**src/rtl/polymul_pkg.sv**
```systemverilog
// Shared defaults and types for the sequential schoolbook polynomial multiplier.
package polymul_pkg;

  localparam int N_DEF  = 4;
  localparam int CW_DEF = 2;
  localparam int AW_DEF = 2 * CW_DEF + $clog2(N_DEF);

  // IDLE waits for start, MAC runs one B coefficient per cycle, DONE pulses done.
  typedef enum logic [1:0] {
    ST_IDLE = 2'd0,
    ST_MAC  = 2'd1,
    ST_DONE = 2'd2
  } state_t;

  typedef logic [CW_DEF-1:0] coef_t;
  typedef logic [AW_DEF-1:0] acc_t;

endpackage

```
**src/rtl/polymul_seq_coef_shift_reg.sv**
```systemverilog
// Bit-plane coefficient shift register: holds operand B and presents b_k at the
// head, advancing one coefficient per shift.
module coef_shift_reg #(
  parameter int N  = polymul_pkg::N_DEF,
  parameter int CW = polymul_pkg::CW_DEF
) (
  input  logic          clk,
  input  logic          reset,
  input  logic          i_load,
  input  logic          i_shift,
  input  logic [N-1:0]  i_data0,
  input  logic [N-1:0]  i_data1,
  output logic [CW-1:0] o_head
);

  logic [N-1:0] r_plane0;
  logic [N-1:0] r_plane1;

  // Load has priority; a shift moves every plane down by one coefficient position.
  always_ff @(posedge clk) begin
    if (reset) begin
      r_plane0 <= '0;
      r_plane1 <= '0;
    end else if (i_load) begin
      r_plane0 <= i_data0;
      r_plane1 <= i_data1;
    end else if (i_shift) begin
      r_plane0 <= {1'b0, r_plane0[N-1:1]};
      r_plane1 <= {1'b0, r_plane1[N-1:1]};
    end
  end

  assign o_head = CW'({r_plane1[0], r_plane0[0]});

endmodule

```
**src/rtl/polymul_seq.sv**
```systemverilog
// Sequencer and accumulator for one schoolbook polynomial multiplication.
// Handshake: start is accepted only in IDLE (busy=0, done=0); busy is high for
// the N MAC cycles, done pulses for one cycle afterwards, and res/res_valid hold
// until the next accepted start clears them.
module polymul_seq
  import polymul_pkg::*;
#(
  parameter int N  = N_DEF,
  parameter int CW = CW_DEF
) (
  input  logic                  clk,
  input  logic                  reset,
  input  logic                  start,
  input  logic [N-1:0]          a_data0,
  input  logic [N-1:0]          a_data1,
  input  logic [N-1:0]          b_data0,
  input  logic [N-1:0]          b_data1,
  output logic                  busy,
  output logic                  done,
  output logic                  res_valid,
  output logic [(2*N-1)*(2*CW+$clog2(N))-1:0] res,
  output state_t                o_dbg_state
);

  localparam int AW   = 2 * CW + $clog2(N);
  localparam int NC   = 2 * N - 1;
  localparam int CNTW = $clog2(N);
  localparam int IDXW = $clog2(NC);

  state_t            r_state;
  logic              r_busy;
  logic              r_done;
  logic              r_valid;
  logic [CNTW-1:0]   r_cnt;
  logic [CW-1:0]     r_a [N];
  logic [AW-1:0]     r_acc [NC];

  logic [CW-1:0]     w_a [N];
  logic [CW-1:0]     w_head;
  logic [2*CW-1:0]   w_prod [N];
  logic [AW-1:0]     w_acc_next [NC];
  logic              w_accept;
  logic              w_shift;

  assign w_accept = (r_state == ST_IDLE) && start;
  assign w_shift  = (r_state == ST_MAC);

  coef_shift_reg #(.N(N), .CW(CW)) u_bsr (
    .clk     (clk),
    .reset   (reset),
    .i_load  (w_accept),
    .i_shift (w_shift),
    .i_data0 (b_data0),
    .i_data1 (b_data1),
    .o_head  (w_head)
  );

  // Assemble A coefficients from the bit-planes: a_i = {plane1[i], plane0[i]}.
  always_comb begin
    for (int i = 0; i < N; i++) begin
      w_a[i] = CW'({a_data1[i], a_data0[i]});
    end
  end

  // Partial products a_j * b_k, full 2CW-bit unsigned.
  always_comb begin
    for (int j = 0; j < N; j++) begin
      w_prod[j] = (2*CW)'(r_a[j]) * (2*CW)'(w_head);
    end
  end

  // Next accumulator bank for the current step: c_{k+j} += a_j * b_k.
  always_comb begin
    logic [IDXW-1:0] w_idx;
    w_idx = '0;
    for (int m = 0; m < NC; m++) begin
      w_acc_next[m] = r_acc[m];
    end
    for (int j = 0; j < N; j++) begin
      w_idx = IDXW'(r_cnt) + IDXW'(j);
      w_acc_next[w_idx] = w_acc_next[w_idx] + AW'(w_prod[j]);
    end
  end

  // Control FSM with registered busy/done/res_valid and the accumulator bank.
  always_ff @(posedge clk) begin
    if (reset) begin
      r_state <= ST_IDLE;
      r_busy  <= 1'b0;
      r_done  <= 1'b0;
      r_valid <= 1'b0;
      r_cnt   <= '0;
      for (int i = 0; i < N; i++) r_a[i] <= '0;
      for (int m = 0; m < NC; m++) r_acc[m] <= '0;
    end else begin
      r_done <= 1'b0;
      case (r_state)
        ST_IDLE: begin
          if (start) begin
            r_a     <= w_a;
            for (int m = 0; m < NC; m++) r_acc[m] <= '0;
            r_cnt   <= '0;
            r_valid <= 1'b0;
            r_busy  <= 1'b1;
            r_state <= ST_MAC;
          end
        end
        ST_MAC: begin
          r_acc <= w_acc_next;
          r_cnt <= r_cnt + 1'b1;
          if (r_cnt == CNTW'(N - 1)) begin
            r_busy  <= 1'b0;
            r_done  <= 1'b1;
            r_valid <= 1'b1;
            r_state <= ST_DONE;
          end
        end
        ST_DONE: begin
          r_state <= ST_IDLE;
        end
        default: begin
          r_state <= ST_IDLE;
          r_busy  <= 1'b0;
        end
      endcase
    end
  end

  // Pack the accumulator bank: c_k at res[k*AW +: AW].
  always_comb begin
    res = '0;
    for (int k = 0; k < NC; k++) begin
      res[k*AW +: AW] = r_acc[k];
    end
  end

  assign busy        = r_busy;
  assign done        = r_done;
  assign res_valid   = r_valid;
  assign o_dbg_state = r_state;

endmodule

```
**config.mk**
```make
export PLATFORM = sky130hd
export DESIGN_NAME = polymul_seq
export DESIGN_NICKNAME = d
export VERILOG_FILES = /design/src/rtl/polymul_pkg.sv /design/src/rtl/polymul_seq_coef_shift_reg.sv /design/src/rtl/polymul_seq.sv
export SDC_FILE = /design/constraint.sdc
export NUM_CORES = 1
export LEC_CHECK = 0
export ABC_AREA = 1
export BUFFER_PORTS_ARGS = -buffer_cell sky130_fd_sc_hd__buf_4
export CAP_MARGIN = 20
export CORE_MARGIN = 10
export CORE_UTILIZATION = 40
export CTS_BUF_LIST = sky130_fd_sc_hd__clkbuf_4
export DETAILED_ROUTE_END_ITERATION = 8
export PLACE_DENSITY = 0.61
export SLEW_MARGIN = 20
export SYNTH_ARGS = -nofsm -noshare
export SYNTH_HDL_FRONTEND = slang
export SYNTH_SLANG_ARGS = --single-unit
```
**constraint.sdc**
```tcl
create_clock -name clk -period 7.9 [get_ports clk]
set_input_delay 1.58 -clock clk [delete_from_list [all_inputs] [get_ports clk]]
set_output_delay 1.58 -clock clk [all_outputs]
set_load 0.01 [all_outputs]
```
==> summary.md <==
| Metric | Value |
|---|---|
| Ports | `66` |
| Xor/xnor cell area share of the yosys netlist | `0.908%` |
| Share of layout cells above drive strength 1 | `13.5%` |
| Met2 Use GR | `36.1%` |
| Critical Path AT | `7680 ps` |
| Die Area | `19,300 um^2` |
| Initial antenna violation count | `0` |
| Bufs on Longest Clock Path | `2` |
| Number of routed nets with antenna violations | `0` |
| CTS tree | `built` |
| Via Count | `6,732` |
| Max_cap viols | `0` |
| TritonCTS Buffers | `9` |
| RSZ-0062 raised after global routing | `false` |
| Hold crit path type | `flip-flop to flip-flop` |
| Largest family of logic cells by synthesized area | `simple AND/OR/NAND/NOR gates` |
| Vias/cell | `5.76` |
| Synth cell types | `40` |
| Initial Util | `40.7%` |
| Peak Freq | `138 MHz` |
| Power density cells | `174 nW/um^2` |
| Synth Area in Compound Gates | `25.3%` |
| Setup ws final | `632 ps` |
| Core area | `13,900 um^2` |
| Drt initial violations | `620` |
| Clk_skew | `14.5 ps` |
| Synth Instances | `937` |
| Syn-to-layout area delta | `14.8%` |
| Buf/Inv on CP | `3` |
| Seq/Total Area, Yosys | `23.0%` |
| Leakage | `3.11 nW` |
| Setup Viol. Count Final | `0` |
| Max incr delay on CP | `520 ps` |
| Fin nets | `1,036` |
| First-pass GRT wire length | `35,400 um` |
| Met1 Usage GRT | `28.3%` |
| # port buffers | `65` |
| Warnings from Yosys | `0` |
| Clk_lat worst skew | `470 ps` |
| Hold Path Origin | `u_bsr.r_plane0[3]` |
| Place WS | `599 ps` |
| Crit path kind | `flip-flop to flip-flop` |
| GRT Util Overall | `22.8%` |
| Die H | `139 um` |
| Die W | `139 um` |
| # diodes | `0` |
| Global route overflow | `0` |
| Clock Sinks | `65` |
| Hold Violations, Final | `0` |
| Tmin final | `7270 ps` |
| Synth Flop Type | `dfxtp_1` |
| Root buffer cell | `clkbuf_4` |
| GP Congestion | `1.01` |
| Worst Setup End Kind | `flip-flop` |
| Outcome | `finished, final reports clean` |
| Vias in the first global route | `6,364` |
| Syn Area/Cell | `6.03 um^2` |
| Length of the first detailed-routing pass in iterations | `5` |
| Post-synth ARST share | `0%` |
| CP required | `8310 ps` |
| Setup Buffers After CTS | `0` |
| Worst setup SP type | `flip-flop` |
| Slew @ Worst Pin | `863 ps` |
| CP Max Fanout | `15` |
| Critical Path Slowest Stage Cell | `fa_1` |
| Fillers | `1,490` |
| DR WL/cell | `19.5 um` |
| Reg2reg start | `r_cnt[0]` |
| WL final | `22,800 um` |
| Post-CTS Hold Buffers | `0` |
| Row count | `43` |
| Maximum vdd ir drop | `0.143 mV` |
| Max-slew violations | `0` |
| Post-synth EDFFs | `0` |
| Max-slew headroom | `42.2%` |
| Tcrit/Tclk final | `92.0%` |
| DRC Markers | `0` |
| Pin count of the biggest net entering global routing | `54` |
| Simple-gate area share of the yosys netlist | `31.9%` |
| Reg clk slew, reported paths | `130 ps` |
| Critical Path Start | `r_cnt[0]` |
| #FFs+latches synth | `65` |
| R2R Setup Slk | `630 ps` |
| Htree depth | `3` |
| Post-synthesis cell area | `5650 um^2` |
| Leading cell type in the layout, fill and taps excluded | `nand2_1` |
| Mux cell area share after synthesis | `0.177%` |
| Post-synthesis adder-cell area fraction | `8.60%` |
| Post-DP HPWL | `16,400 um` |
| Gr busiest metal | `met2` |
| Post-route setup TNS | `0 ps` |
| Most frequent cells in the layout | `nand2_1 (298), o21ai_0 (93), buf_4 (90), inv_1 (88), nand3_1 (72)` |
| CP top delay family | `adder cells` |
| Syn Nets | `990` |
| GR Util met3 | `4.55%` |
-- layout make-up --
| type | count | area [um^2] | share of cell area, % |
|---|---|---|---|
| Inverter | 95 | 357 | 5.50 |
| Sequential cell | 65 | 1300 | 20.1 |
| Clock buffer | 9 | 67.6 | 1.04 |
| Tap cell | 180 | 225 | 3.47 |
| Clock inverter | 7 | 76.3 | 1.18 |
| Multi-Input combinational cell | 722 | 3780 | 58.3 |
| Timing Repair Buffer | 90 | 676 | 10.4 |
-- worst register-to-register path, delay by kind of cell, from the launching register on --
kind | cells | cell delay (ps)
AOI/OAI and AO/OA | 13 | 2090
adders and majority gates | 9 | 3660
buffers and inverters | 3 | 190
DFF | 1 | 490
and+or+nand+nor | 7 | 790
-- cells by family after synthesis --
group | Yosys count
and+or+nand+nor | 437
DFF | 65
adders and majority gates | 34
muxes | 1
buffers and inverters | 150
AOI/OAI and AO/OA | 245
xor gates and xnor gates | 5
-- metrics by stage --
step,power [mW],instances,hold slack [ps],util [%],area (um^2)
6_report,1.13,1168,473,46.7,6490
5_1_grt,1.20,1168,497,46.7,6490
4_1_cts,1.12,1168,475,46.7,6480
3_5_place_dp,0.878,1152,456,45.7,6340
3_3_place_gp,0.876,1152,451,45.7,6340
2_1_floorplan,0.704,937,441,-,5650
-- worst paths after layout --
| path | to | cells after the start |
|---|---|---|
| max | res[41] | 32 |
| min | u_bsr.r_plane0[3] | 2 |
| max reg2reg | res[41] | 32 |
| min reg2reg | u_bsr.r_plane0[3] | 2 |
-- flip-flops by register name, summed over array words and instances (netlist names) --
signal,cells
r_cnt,2
busy,1
r_a,8
res_valid,1
u_bsr.r_plane1,4
u_bsr.r_plane0,4
o_dbg_state,2
done,1
res,42
-- synthesized netlist by cell type, types with 2 or more instances --
| cell type | count | area [um^2] |
|---|---|---|
| a211oi_1 | 2 | 15.0 |
| a21oi_1 | 71 | 355 |
| a21oi_2 | 6 | 52.6 |
| a221oi_1 | 2 | 17.5 |
| a22oi_1 | 2 | 15.0 |
| a31oi_1 | 13 | 81.3 |
| buf_1 | 5 | 18.8 |
| buf_2 | 6 | 30.0 |
| clkbuf_1 | 43 | 161 |
| clkinv_1 | 6 | 22.5 |
| dfxtp_1 | 65 | 1300 |
| fa_1 | 8 | 160 |
| ha_1 | 26 | 325 |
| inv_1 | 88 | 330 |
| nand2_1 | 298 | 1120 |
| nand2_2 | 6 | 37.5 |
| nand3_1 | 72 | 360 |
| nand3_2 | 6 | 60.1 |
| nand3b_1 | 2 | 15.0 |
| nor2_1 | 49 | 184 |
| nor2_2 | 2 | 12.5 |
| o211a_1 | 2 | 20.0 |
| o211ai_1 | 29 | 218 |
| o21ai_0 | 93 | 465 |
| o221ai_1 | 3 | 26.3 |
| o22ai_1 | 12 | 75.1 |
| o32ai_1 | 4 | 35.0 |
| xor2_1 | 4 | 35.0 |
-- per-layer routing --
metal | share of wire, % | wire [um]
met4 | 4.9 | 1110
met2 | 45 | 10200
met3 | 9.0 | 2050
met1 | 41 | 9390
met5 | 0 | 0
-- report_power, final --
group          switching [mW]  total [mW]  internal (mW)
sequential             0.0267       0.377          0.350
clock                   0.146       0.245         0.0987
combinational           0.341       0.507          0.166
total                   0.513        1.13          0.614
-- repair_timing --
action                                 4_1_cts  5_1_grt
endpoints found under the hold margin        0        0
setup endpoints to repair                    0       16
resized for setup                            0        1
(Power assumes the default switching activity.)
